--- config.mk ---
export PLATFORM = sky130hd
export DESIGN_NAME = control_unit
export DESIGN_NICKNAME = d
export VERILOG_FILES = /design/src/rtl/control_unit_pkg.sv /design/src/rtl/control_unit_op_class.sv /design/src/rtl/control_unit.sv
export SDC_FILE = /design/constraint.sdc
export NUM_CORES = 1
export LEC_CHECK = 0
export BUFFER_PORTS_ARGS = -buffer_cell sky130_fd_sc_hd__clkbuf_2
export CAP_MARGIN = 30
export CORE_UTILIZATION = 30
export DETAILED_ROUTE_END_ITERATION = 16
export PLACE_DENSITY_LB_ADDON = 0.1
export SETUP_SLACK_MARGIN = 0.3
export SYNTH_ARGS = -nofsm -noshare
export SYNTH_HDL_FRONTEND = slang
export SYNTH_SLANG_ARGS = --single-unit
--- constraint.sdc ---
create_clock -name clk -period 5.55 [get_ports clk]
set_clock_uncertainty 0.1 [all_clocks]
set_input_delay 1.11 -clock clk [delete_from_list [all_inputs] [get_ports clk]]
set_output_delay 1.11 -clock clk [all_outputs]
set_load 0.005 [all_outputs]
--- src/rtl/control_unit_pkg.sv ---
// Shared definitions for the Mini SRC control sequencer: opcodes, states, instruction classes.
package control_unit_pkg;

    localparam logic [4:0] OP_LD   = 5'b00000;
    localparam logic [4:0] OP_LDI  = 5'b00001;
    localparam logic [4:0] OP_ST   = 5'b00010;
    localparam logic [4:0] OP_ADD  = 5'b00011;
    localparam logic [4:0] OP_SUB  = 5'b00100;
    localparam logic [4:0] OP_AND  = 5'b00101;
    localparam logic [4:0] OP_OR   = 5'b00110;
    localparam logic [4:0] OP_ROR  = 5'b00111;
    localparam logic [4:0] OP_ROL  = 5'b01000;
    localparam logic [4:0] OP_SHR  = 5'b01001;
    localparam logic [4:0] OP_SHRA = 5'b01010;
    localparam logic [4:0] OP_SHL  = 5'b01011;
    localparam logic [4:0] OP_ADDI = 5'b01100;
    localparam logic [4:0] OP_ANDI = 5'b01101;
    localparam logic [4:0] OP_ORI  = 5'b01110;
    localparam logic [4:0] OP_MUL  = 5'b01111;
    localparam logic [4:0] OP_DIV  = 5'b10000;
    localparam logic [4:0] OP_NEG  = 5'b10001;
    localparam logic [4:0] OP_NOT  = 5'b10010;
    localparam logic [4:0] OP_BR   = 5'b10011;
    localparam logic [4:0] OP_JR   = 5'b10100;
    localparam logic [4:0] OP_JAL  = 5'b10101;
    localparam logic [4:0] OP_IN   = 5'b10110;
    localparam logic [4:0] OP_OUT  = 5'b10111;
    localparam logic [4:0] OP_MFHI = 5'b11000;
    localparam logic [4:0] OP_MFLO = 5'b11001;
    localparam logic [4:0] OP_NOP  = 5'b11010;
    localparam logic [4:0] OP_HALT = 5'b11011;

    // Address and branch-target sums reuse the ADD operation of the ALU.
    localparam logic [4:0] ALU_ADD = OP_ADD;

    typedef enum logic [3:0] {
        ST_RESET, ST_IDLE, ST_HALT,
        ST_F0, ST_F1, ST_F2,
        ST_T3, ST_T4, ST_T5, ST_T6, ST_T7
    } state_t;

    typedef enum logic [3:0] {
        CL_ALU3, CL_IMM, CL_LD, CL_LDI, CL_ST, CL_MULDIV, CL_UNARY, CL_BR,
        CL_JR, CL_JAL, CL_IN, CL_OUT, CL_MFHI, CL_MFLO, CL_NOP, CL_HALT
    } op_class_t;

endpackage

--- src/rtl/control_unit_op_class.sv ---
// Maps the 5-bit opcode onto the instruction class the sequencer keys on.
module control_unit_op_class
    import control_unit_pkg::*;
(
    input  logic [4:0] opcode,
    output op_class_t  op_class
);

    // Pure lookup; unused opcodes 11100-11111 behave as nop.
    always_comb begin
        op_class = CL_NOP;
        case (opcode)
            OP_LD:   op_class = CL_LD;
            OP_LDI:  op_class = CL_LDI;
            OP_ST:   op_class = CL_ST;
            OP_ADD, OP_SUB, OP_AND, OP_OR, OP_ROR, OP_ROL,
            OP_SHR, OP_SHRA, OP_SHL:    op_class = CL_ALU3;
            OP_ADDI, OP_ANDI, OP_ORI:   op_class = CL_IMM;
            OP_MUL, OP_DIV:             op_class = CL_MULDIV;
            OP_NEG, OP_NOT:             op_class = CL_UNARY;
            OP_BR:   op_class = CL_BR;
            OP_JR:   op_class = CL_JR;
            OP_JAL:  op_class = CL_JAL;
            OP_IN:   op_class = CL_IN;
            OP_OUT:  op_class = CL_OUT;
            OP_MFHI: op_class = CL_MFHI;
            OP_MFLO: op_class = CL_MFLO;
            OP_HALT: op_class = CL_HALT;
            default: op_class = CL_NOP;
        endcase
    end

endmodule

--- src/rtl/control_unit.sv ---
// Mini SRC control sequencer: state register, memory wait counter and per-state strobe decode.
module control_unit
    import control_unit_pkg::*;
#(
    parameter int MEM_WAIT = 0,
    parameter int AUTO_RUN = 1
) (
    input  logic        clk,
    input  logic        clr,
    input  logic [31:0] IR,
    input  logic        CON,
    input  logic        Stop,
    output logic        Run,
    output logic [4:0]  alu_control,
    output logic        MDROut, HIout, LOout, ZHIout, ZLOout, Pout, Cout, InPortout,
    output logic        IRen, MARen, MDRen, Yen, Pen, IncPC, Zen, HIen, LOen, OutPorten,
    output logic        Read, Write,
    output logic        Gra, Grb, Grc, Rin, Rout, BAout, ConIn
);

    localparam logic [2:0] WAIT_LAST = 3'(MEM_WAIT);

    state_t    state, state_next;
    logic [2:0] wait_cnt, wait_next;
    op_class_t cls;
    logic [4:0] opcode;
    logic       mem_done;
    logic       ir_unused;

    assign opcode    = IR[31:27];
    assign ir_unused = ^IR[26:0];
    assign mem_done  = (wait_cnt == WAIT_LAST);

    control_unit_op_class u_op_class (
        .opcode   (opcode),
        .op_class (cls)
    );

    // State and wait counter; a low clr aborts whatever is in flight at this edge.
    always_ff @(posedge clk) begin
        if (!clr) begin
            state    <= ST_RESET;
            wait_cnt <= 3'd0;
        end else begin
            state    <= state_next;
            wait_cnt <= wait_next;
        end
    end

    // Next-state sequencing and strobe decode from the registered state and opcode class.
    always_comb begin
        state_next = state;
        wait_next  = 3'd0;
        Run = 1'b0; alu_control = 5'd0;
        MDROut = 1'b0; HIout = 1'b0; LOout = 1'b0; ZHIout = 1'b0; ZLOout = 1'b0;
        Pout = 1'b0; Cout = 1'b0; InPortout = 1'b0;
        IRen = 1'b0; MARen = 1'b0; MDRen = 1'b0; Yen = 1'b0; Pen = 1'b0; IncPC = 1'b0;
        Zen = 1'b0; HIen = 1'b0; LOen = 1'b0; OutPorten = 1'b0;
        Read = 1'b0; Write = 1'b0;
        Gra = 1'b0; Grb = 1'b0; Grc = 1'b0; Rin = 1'b0; Rout = 1'b0; BAout = 1'b0; ConIn = 1'b0;
        case (state)
            ST_RESET: state_next = (AUTO_RUN != 0) ? ST_F0 : ST_IDLE;
            ST_IDLE:  if (!Stop) state_next = ST_F0;
            ST_HALT:  state_next = ST_HALT;
            ST_F0: begin
                if (Stop) begin
                    state_next = ST_IDLE;
                end else begin
                    state_next = ST_F1;
                    Run = 1'b1; Pout = 1'b1; MARen = 1'b1; IncPC = 1'b1;
                end
            end
            ST_F1: begin
                Run = 1'b1; Read = 1'b1; MDRen = 1'b1;
                if (mem_done) state_next = ST_F2;
                else          wait_next  = wait_cnt + 3'd1;
            end
            ST_F2: begin
                Run = 1'b1; MDROut = 1'b1; IRen = 1'b1;
                case (cls)
                    CL_NOP:  state_next = ST_F0;
                    CL_HALT: state_next = ST_HALT;
                    default: state_next = ST_T3;
                endcase
            end
            ST_T3: begin
                Run = 1'b1;
                state_next = ST_T4;
                case (cls)
                    CL_ALU3, CL_IMM: begin Grb = 1'b1; Rout = 1'b1; Yen = 1'b1; end
                    CL_LDI, CL_LD, CL_ST: begin
                        Grb = 1'b1; BAout = 1'b1; Rout = 1'b1; Yen = 1'b1;
                    end
                    CL_MULDIV: begin Gra = 1'b1; Rout = 1'b1; Yen = 1'b1; end
                    CL_UNARY:  begin Grb = 1'b1; Rout = 1'b1; Zen = 1'b1; alu_control = opcode; end
                    CL_BR:     begin Gra = 1'b1; Rout = 1'b1; ConIn = 1'b1; end
                    CL_JR:     begin Gra = 1'b1; Rout = 1'b1; Pen = 1'b1; state_next = ST_F0; end
                    CL_JAL:    begin Pout = 1'b1; Grb = 1'b1; Rin = 1'b1; end
                    CL_IN:     begin InPortout = 1'b1; Gra = 1'b1; Rin = 1'b1; state_next = ST_F0; end
                    CL_OUT:    begin Gra = 1'b1; Rout = 1'b1; OutPorten = 1'b1; state_next = ST_F0; end
                    CL_MFHI:   begin HIout = 1'b1; Gra = 1'b1; Rin = 1'b1; state_next = ST_F0; end
                    CL_MFLO:   begin LOout = 1'b1; Gra = 1'b1; Rin = 1'b1; state_next = ST_F0; end
                    default:   state_next = ST_F0;
                endcase
            end
            ST_T4: begin
                Run = 1'b1;
                state_next = ST_T5;
                case (cls)
                    CL_ALU3:   begin Grc = 1'b1; Rout = 1'b1; Zen = 1'b1; alu_control = opcode; end
                    CL_IMM:    begin Cout = 1'b1; Zen = 1'b1; alu_control = opcode; end
                    CL_LDI, CL_LD, CL_ST: begin Cout = 1'b1; Zen = 1'b1; alu_control = ALU_ADD; end
                    CL_MULDIV: begin Grb = 1'b1; Rout = 1'b1; Zen = 1'b1; alu_control = opcode; end
                    CL_UNARY:  begin ZLOout = 1'b1; Gra = 1'b1; Rin = 1'b1; state_next = ST_F0; end
                    CL_BR:     begin Pout = 1'b1; Yen = 1'b1; end
                    CL_JAL:    begin Gra = 1'b1; Rout = 1'b1; Pen = 1'b1; state_next = ST_F0; end
                    default:   state_next = ST_F0;
                endcase
            end
            ST_T5: begin
                Run = 1'b1;
                state_next = ST_T6;
                case (cls)
                    CL_ALU3, CL_IMM, CL_LDI: begin
                        ZLOout = 1'b1; Gra = 1'b1; Rin = 1'b1; state_next = ST_F0;
                    end
                    CL_LD, CL_ST: begin ZLOout = 1'b1; MARen = 1'b1; end
                    CL_MULDIV:    begin ZLOout = 1'b1; LOen = 1'b1; end
                    CL_BR:        begin Cout = 1'b1; Zen = 1'b1; alu_control = ALU_ADD; end
                    default:      state_next = ST_F0;
                endcase
            end
            ST_T6: begin
                Run = 1'b1;
                state_next = ST_F0;
                case (cls)
                    CL_LD: begin
                        Read = 1'b1; MDRen = 1'b1;
                        if (mem_done) state_next = ST_T7;
                        else begin
                            state_next = ST_T6;
                            wait_next  = wait_cnt + 3'd1;
                        end
                    end
                    CL_ST:     begin Gra = 1'b1; Rout = 1'b1; MDRen = 1'b1; state_next = ST_T7; end
                    CL_MULDIV: begin ZHIout = 1'b1; HIen = 1'b1; end
                    CL_BR:     begin ZLOout = CON; Pen = CON; end
                    default:   state_next = ST_F0;
                endcase
            end
            ST_T7: begin
                Run = 1'b1;
                state_next = ST_F0;
                case (cls)
                    CL_LD: begin MDROut = 1'b1; Gra = 1'b1; Rin = 1'b1; end
                    CL_ST: begin
                        Write = 1'b1;
                        if (!mem_done) begin
                            state_next = ST_T7;
                            wait_next  = wait_cnt + 3'd1;
                        end
                    end
                    default: state_next = ST_F0;
                endcase
            end
            default: state_next = ST_RESET;
        endcase
    end

endmodule

# [After elaboration in Yosys (flattened, before gate mapping)]
# Memory sizes are Yosys's and may differ from the RTL's.
# Index checks and enable logic that the tools add are counted.
[totals] register_bits=7 rom_bits=128 input_bits=36 out_inout_bits=33 elab_cells=123 mem_count=1
[classes] addsub=1 n_eq_ne=27 mux=72 reduce_logical=20
[memory_table] name="(name not given)" depth=32 word_bits=4 read_ports=1 rd_ports_with_merged_regs=0 wr=0 line="control_unit_op_class.sv:12" rtl="case (opcode)"
[ops] cell="$eq A4 B4 Y1 const B" n=11
[ops] cell="$pmux W4 S11" n=1
[ops] cell="$mux W1" n=37
[ops] cell="$eq A4 B3 Y1 const B" n=8
[ops] cell="$reduce_or A7 Y1" n=4
[ops] cell="$mux W4" n=6
[ops] cell="$eq A4 B2 Y1 const B" n=4
[ops] cell="$pmux W1 S2" n=8
[ops] cell="$mux W3" n=5
[ops] cell="$pmux W1 S3" n=5
[ops] cell="$pmux W5 S3" n=1
[ops] cell="$reduce_or A3 Y1" n=4
[ops] cell="$reduce_or A4 Y1" n=3
[ops] cell="$pmux W5 S2" n=1
[ops] cell="$reduce_or A10 Y1" n=1
[ops] cell="$pmux W3 S3" n=1
[ops] cell="$reduce_or A9 Y1" n=1
[ops] cell="$eq A4 B1 Y1 const B" n=2
[ops] cell="$logic_not A4 Y1" n=2
[ops] cell="$pmux W4 S2" n=1
[ops] cell="$pmux W3 S2" n=1
[ops] cell="$reduce_or A6 Y1" n=1
[ops] cell="$mux W5" n=1
[ops] cell="$pmux W1 S5" n=1
[ops] cell="other kinds (7)" n=10

# [Logic depth before layout (Yosys ltp)]
# Gate-level depths: netlist of run 1.
# An unclocked memory read counts as a cell.
[logic_depth] word_depth=5 mapped_depth=10 depth_no_buf=7

# [Cells and area by module]
# Synthesis of run 1 repeated with hierarchy kept, for this count alone.
[hier_totals] hier_cells=216 hier_area_um2=1492.7
[by_module_without_submodules] module="control_unit" n_inst=1 cells_per_inst=191 area_per_inst_um2=1321.3 seq_area_each_um2=140.1
[by_module_without_submodules] module="control_unit_op_class" n_inst=1 cells_per_inst=25 area_per_inst_um2=171.4 seq_area_each_um2=0.0

# [Worst setup path after synthesis of run 1]
# OpenSTA, ideal clock, no wires.
[synth_timing] path_kind="input-to-output" from="input IR[28]" to="output ZHIout" arrival_ps=3011 required_ps=4340 setup_slack_ps=1329 stages=10 n_path_buf=3 cell_sequence="buf_2 -> inv_1 -> ha_1 -> nand2b_1 -> a311o_2 -> nand2_1 -> buf_2 -> nand2_1 -> nor3_1 -> buf_4"
[synth_between] elab_chain_len=4
[synth_rtl] element="start, declared" line="control_unit.sv:10" rtl="input logic [31:0] IR,"
[synth_rtl] element="$mem_v2 Z32 W4"
[synth_rtl] element="$eq A4 B3 Y1"
[synth_rtl] element="$mux W1 (2 in series)"
[synth_rtl] element="end, declared" line="control_unit.sv:15" rtl="output logic MDROut, HIout, LOout, ZHIout, ZLOout, Pout, Cout, InPortout,"
# Every way passes these cells.

# [Worst setup path in the final report of run 1]
[layout_timing] from="input IR[28]" to="output Rout"
[layout_between] elab_chain_len=5 elab_cells_between_ends=18 classes_between="eq/ne (10); mux (4); reduce/logical (3); memory (1)"
[layout_rtl] element="$mem_v2 Z32 W4 (*)"
[layout_rtl] element="$eq A4 B3 Y1, or another cell as far along" line="control_unit.sv:89, control_unit.sv:136"
[layout_rtl] element="$reduce_or A10 Y1 (no line) or $reduce_or A3 Y1 (tied branches)"
[layout_rtl] element="$mux W1 (on tied branches)" line="control_unit.sv:89, control_unit.sv:109"
[layout_rtl] element="$pmux W1 S3 (*)" line="control_unit.sv:61" rtl="case (state)"
[layout_rtl] element="end, declared" line="control_unit.sv:18" rtl="output logic Gra, Grb, Grc, Rin, Rout, BAout, ConIn"
# Mark *: on every way between the ends. The rest lies on a longest branch, timed or not.

==> flow_summary.json, run 1 <==
{
  "gp_congestion": 0.8170,
  "htreeDepth": 1,
  "avgViaCountPerCell": 5.997,
  "finalNonFillerCells": 334,
  "n_antenna_cell": 0,
  "busiest_layer": "met2",
  "worst_path_largest_cell_delay_ns": 0.46,
  "insertion_delay_ns": 0.23,
  "gr-total-overflow": 0,
  "die-area_um2": 5776,
  "finalCritPeriodShare": 0.8500,
  "cp_top_family": "simple AND/OR/NAND/NOR gates",
  "grt_pass1_vias": 1810,
  "powerDensity_nw_per_um2": 127.8,
  "p_sw_frac": 0.4179,
  "ys_seq_elements": 7,
  "cts_tree": "built",
  "track_usage": 0.2043,
  "hold_class": "reg2reg",
  "p_leak_nw": 0.7672,
  "outcome": "complete, no violations",
  "ys_warn_count": 0,
  "synth-edff-count": 0,
  "initial_utilization": 0.3156,
  "grtUsageMet2": 0.3145,
  "cp.arrival_ns": 3.51,
  "tns_ns": 0,
  "ios": 69,
  "core_area_um2": 5205,
  "postRouteAntennaNets": 0,
  "finish.utilization": 0.3683,
  "first_pass_iters": 4,
  "combinationalPowerShare": 0.447,
  "fp.dieH_um": 76,
  "peakVddDrop_mv": 0.07151,
  "nets": 308,
  "ys_async_sr_fraction": 0,
  "first_iter_violations": 114,
  "syn_inst": 234,
  "cap_violations": 0,
  "syn-num-nets": 277,
  "switchingPower_mw": 0.1024,
  "ys_seq_area_frac": 0.08530,
  "clockBufferDepth": 2,
  "relSlewSlack": 0.5469,
  "hold_viol": 0,
  "setup-violations-final": 0,
  "sequentialPowerShare": 0.261,
  "path_buf_inv": 3,
  "drcViolationCount": 0,
  "worst_slew_pin_slew_ns": 0.6705,
  "p_int_mw": 0.1426,
  "critPathLaunchType": "input pin",
  "fillers": 600,
  "grtUsageMet3": 0.02275,
  "antenna_found_initial": 0,
  "worstSetupEndpointType": "output port",
  "crit_chain": "clkbuf_2 -> inv_1 -> ha_1 -> nand2b_1 -> a311o_2 -> nand2_1 -> mux2_2 -> o2111ai_1 -> clkbuf_2",
  "grt_pass1_wl_um": 9729,
  "synth_area_per_cell_um2": 7.021,
  "cts_root_buf": "clkbuf_8",
  "dp_hpwl_um": 4322,
  "report.final.slew_viol_count": 0,
  "rsz0062_at_grt": "no",
  "postCtsHoldBufs": 0,
  "path_clk_slew_ns": 0.04,
  "power.total_mw": 0.2450,
  "final_cell_mix": "clkbuf_2, nor2_1, nand2_1, a21oi_1, inv_1",
  "grt_start_max_net_pins": 22,
  "routed_wl_um": 5805,
  "min_period_ns": 4.717,
  "cpMostUsedCell": "clkbuf_2",
  "clkPwrFrac": 0.293,
  "cts_resized": 0,
  "syn2layout_area_growth_pct": 16.68,
  "slowest_stage": "a311o_2",
  "cts_made_buffers": 3,
  "ys_types": 69,
  "max_freq_mhz": 212.0,
  "numClockSinks": 7,
  "dp.cells": 330,
  "wl_per_cell_um": 17.38,
  "path_class": "in2out",
  "final_common_cell": "clkbuf_2",
  "drive_gt1_frac": 0.2500,
  "syn_area_um2": 1643,
  "vias": 2003,
  "crit_path_max_fanout": 13,
  "cts_setup_buffers": 0,
  "met1_usage": 0.2971,
  "fp.dieW_um": 76,
  "fp-row-count": 26,
  "required_ns": 4.34,
  "synthFlopType": "dfxtp_1",
  "port_buffers": 41
}
[layer usage]
layer	wire length (um)	vias to the layer above
li1	-	961
met1	2797	965
met2	2657	68
met3	263	9
met4	87	0
met5	0	-
[flip-flops by register name (all words and copies together), names as in the netlist]
signal and flops:
state 4, wait_cnt 3
[logic make-up after synthesis]
kind of cell / count (synthesis) / synth area share
DFF: 7 / 0.08530
xor gates and xnor gates: 2 / 0.01066
adders and majority gates: 7 / 0.05331
buffers and inverters: 30 / 0.08225
muxes: 2 / 0.01295
and+or+nand+nor: 100 / 0.3504
AOI/OAI and AO/OA: 86 / 0.4052
[cell usage after synthesis (all sizes together) (3+ instances only)]
cell | number | share of area
ha | 7 | 0.053
dfxtp | 7 | 0.085
clkbuf | 8 | 0.018
nor3b | 3 | 0.021
nor4bb | 4 | 0.024
a22oi | 4 | 0.018
inv | 11 | 0.025
or2 | 3 | 0.011
a21boi | 3 | 0.014
o21ai | 13 | 0.042
o211ai | 4 | 0.018
nand3 | 11 | 0.041
nand2 | 16 | 0.037
buf | 11 | 0.039
nand2b | 8 | 0.030
o21bai | 3 | 0.014
nor4 | 3 | 0.011
o311ai | 3 | 0.016
o221ai | 3 | 0.016
a21o | 3 | 0.014
o22ai | 5 | 0.019
a211o | 3 | 0.017
nor2 | 23 | 0.053
and3 | 3 | 0.011
a211oi | 5 | 0.026
a21oi | 13 | 0.040
nor3 | 8 | 0.027
nor2b | 6 | 0.023
[power by group through the flow]
stage	Clock [mW]	Combinational (mW)	Sequential [mW]
finish	0.0717	0.109	0.0639
global route	0.0773	0.120	0.0650
CTS	0.0735	0.109	0.0635
detailed placement	0	0.108	0.0644
global placement	0	0.109	0.0644
floorplan	0	0.0830	0.0567
[final timing paths]
path | from | end | slack (ns) | cells past startpoint
min | wait_cnt[0] | wait_cnt[0] | 0.40 | 1
max | IR[28] | Rout | 0.83 | 9
min reg2reg | wait_cnt[0] | wait_cnt[0] | 0.40 | 1
max reg2reg | state[2] | state[0] | 3.26 | 5
[cell type report]
type / count / area (um2) / area share
clock buffers: 4 / 45.04 / 0.02350
flip-flops and latches: 7 / 140.1 / 0.07311
repair buffers: 45 / 235.2 / 0.1227
multi-input cells: 197 / 1368 / 0.7134
well taps: 70 / 87.58 / 0.04569
inverters: 11 / 41.29 / 0.02154
[per-stage QoR]
stage / setup slack (ns) / hold slack (ns) / cell area [um2]
global route: 0.6058 / 0.4150 / 1917
finish: 0.8325 / 0.3958 / 1917
floorplan: 1.329 / 0.3644 / 1643
detailed placement: 0.8383 / 0.3985 / 1872
CTS: 0.8299 / 0.4040 / 1917
global placement: 0.8417 / 0.3920 / 1872
Note: power is estimated with default switching activity, not from simulation.
==> run 2: changes to the inputs <==
==> constraint.sdc (replaced) <==
create_clock -name clk -period 3.8 [get_ports clk]
set_clock_uncertainty 0.1 [all_clocks]
set_input_delay 0.76 -clock clk [delete_from_list [all_inputs] [get_ports clk]]
set_output_delay 0.76 -clock clk [all_outputs]
set_load 0.005 [all_outputs]
==> flow_summary.json, run 2 (same netlist as run 1, synthesis figures left out) <==
{
  "initial_utilization": 0.3156,
  "antenna_found_initial": 0,
  "worst_slew_pin_slew_ns": 0.6514,
  "drive_gt1_frac": 0.3216,
  "startpoint": "IR[30]",
  "hold_viol": 0,
  "min_from": "wait_cnt[0]",
  "final-seq-area_um2": 140.1,
  "max_freq_mhz": 281.5,
  "setup-violations-final": 0,
  "gp_congestion": 0.8664,
  "tns_ns": 0,
  "first_iter_violations": 145,
  "reg2reg_from": "state[2]",
  "report.final.slew_viol_count": 0,
  "critPathLaunchType": "input pin",
  "grt_pass1_wl_um": 9735,
  "ios": 69,
  "final_cell_area_um2": 2132,
  "required_ns": 2.94,
  "core_area_um2": 5205,
  "final_common_cell": "clkbuf_2",
  "fp.dieW_um": 76,
  "placedInstanceArea_um2": 2017,
  "nets": 327,
  "htreeDepth": 1,
  "fp-row-count": 26,
  "drcViolationCount": 0,
  "combinationalPowerShare": 0.499,
  "hold_class": "reg2reg",
  "path_class": "in2out",
  "rsz0062_at_grt": "yes",
  "clockBufferDepth": 2,
  "final_cell_mix": "clkbuf_2, nor2_1, buf_4, nand2_1, a21oi_1",
  "peakVddDrop_mv": 0.06015,
  "first_pass_iters": 4,
  "finalCritPeriodShare": 0.9347,
  "insertion_delay_ns": 0.23,
  "worstSetupEndpointType": "output port",
  "p_int_mw": 0.2310,
  "outcome": "complete, no violations",
  "numClockSinks": 7,
  "largest_register": "state",
  "track_usage": 0.2037,
  "largest_reg_flops": 4,
  "switchingPower_mw": 0.1637,
  "largestRegisters": "state (4), wait_cnt (3)",
  "vias": 2043,
  "path_clk_slew_ns": 0.04,
  "n_antenna_cell": 0,
  "cts_tree": "built",
  "min_period_ns": 3.552,
  "clkPwrFrac": 0.277,
  "sequentialPowerShare": 0.224,
  "powerDensity_nw_per_um2": 185.1,
  "cp.arrival_ns": 2.69,
  "syn2layout_area_growth_pct": 29.78,
  "wl_per_cell_um": 16.99,
  "crit_path_max_fanout": 18,
  "p_leak_nw": 0.8665,
  "postRouteAntennaNets": 0,
  "grt_pass1_vias": 1901,
  "relSlewSlack": 0.5598,
  "cts_made_buffers": 3,
  "avgViaCountPerCell": 5.788,
  "grt_start_max_net_pins": 19,
  "fp.dieH_um": 76,
  "regToRegSetupSlack_ns": 1.58,
  "die-area_um2": 5776,
  "port_buffers": 41,
  "routed_wl_um": 5996,
  "cts_root_buf": "clkbuf_8",
  "dp_hpwl_um": 4462,
  "gr-total-overflow": 0,
  "multiInputGateArea_um2": 1424,
  "cap_violations": 0,
  "fillers": 594,
  "p_sw_frac": 0.4147
}
run 2: layout make-up:
type,instances,share of cell area
timing repair buffer,64,0.1849
clock buffer,4,0.02113
sequential,7,0.06573
tap,70,0.04108
multi-input combinational,197,0.6678
inverter,11,0.01937
run 2: layer usage:
layer / wire length, um / global-route usage / vias up
met1: 2788 / 0.2837 / 968
met2: 2796 / 0.3300 / 77
met5: 0 / 0 / -
met3: 383 / 0.02156 / 4
li1: - / - / 994
met4: 27 / 0.05962 / 0
run 2: worst max-delay path, cell delays in order:
cell      delay [ns]
clkbuf_2        0.28
o21ai_1         0.25
a211oi_1        0.55
nand3_1         0.19
o32ai_1         0.26
buf_4           0.16
o21bai_1        0.10
clkbuf_2        0.13
run 2: path summary, 6_finish.rpt:
kind	cells past startpoint	end
worst max-delay path	8	Zen
worst min-delay path	1	wait_cnt[0]
worst max register to register	5	state[0]
worst min register to register	1	wait_cnt[0]
run 2: per-stage QoR:
stage | util | cells | setup slack [ns] | hold slack, ns | power [mW]
6_report | 0.4096 | 353 | 0.2481 | 0.3992 | 0.3947
4_1_cts | 0.4005 | 351 | 0.3175 | 0.4004 | 0.3845
2_1_floorplan | - | 234 | 0.3524 | 0.3644 | 0.2043
3_5_place_dp | 0.3875 | 347 | 0.2585 | 0.3891 | 0.2732
5_1_grt | 0.4096 | 353 | 0.2105 | 0.4321 | 0.4176
3_3_place_gp | 0.3875 | 347 | 0.2636 | 0.3893 | 0.2750
run 2: repair_timing:
item / in CTS / in global routing
endpoints found under the setup margin: 8 / 12
pin swaps: 0 / 2
hold buffers: 0 / 0
resized for setup: 4 / 6
setup buffers: 0 / 2
run 2: power groups by stage:
stage / registers, mW / logic, mW / clock network (mW)
after global placement: 0.0891 / 0.186 / 0
final: 0.0883 / 0.197 / 0.109
after detailed placement: 0.0890 / 0.184 / 0
after floorplan: 0.0828 / 0.122 / 0
after CTS: 0.0877 / 0.188 / 0.109
after global routing: 0.0890 / 0.212 / 0.116
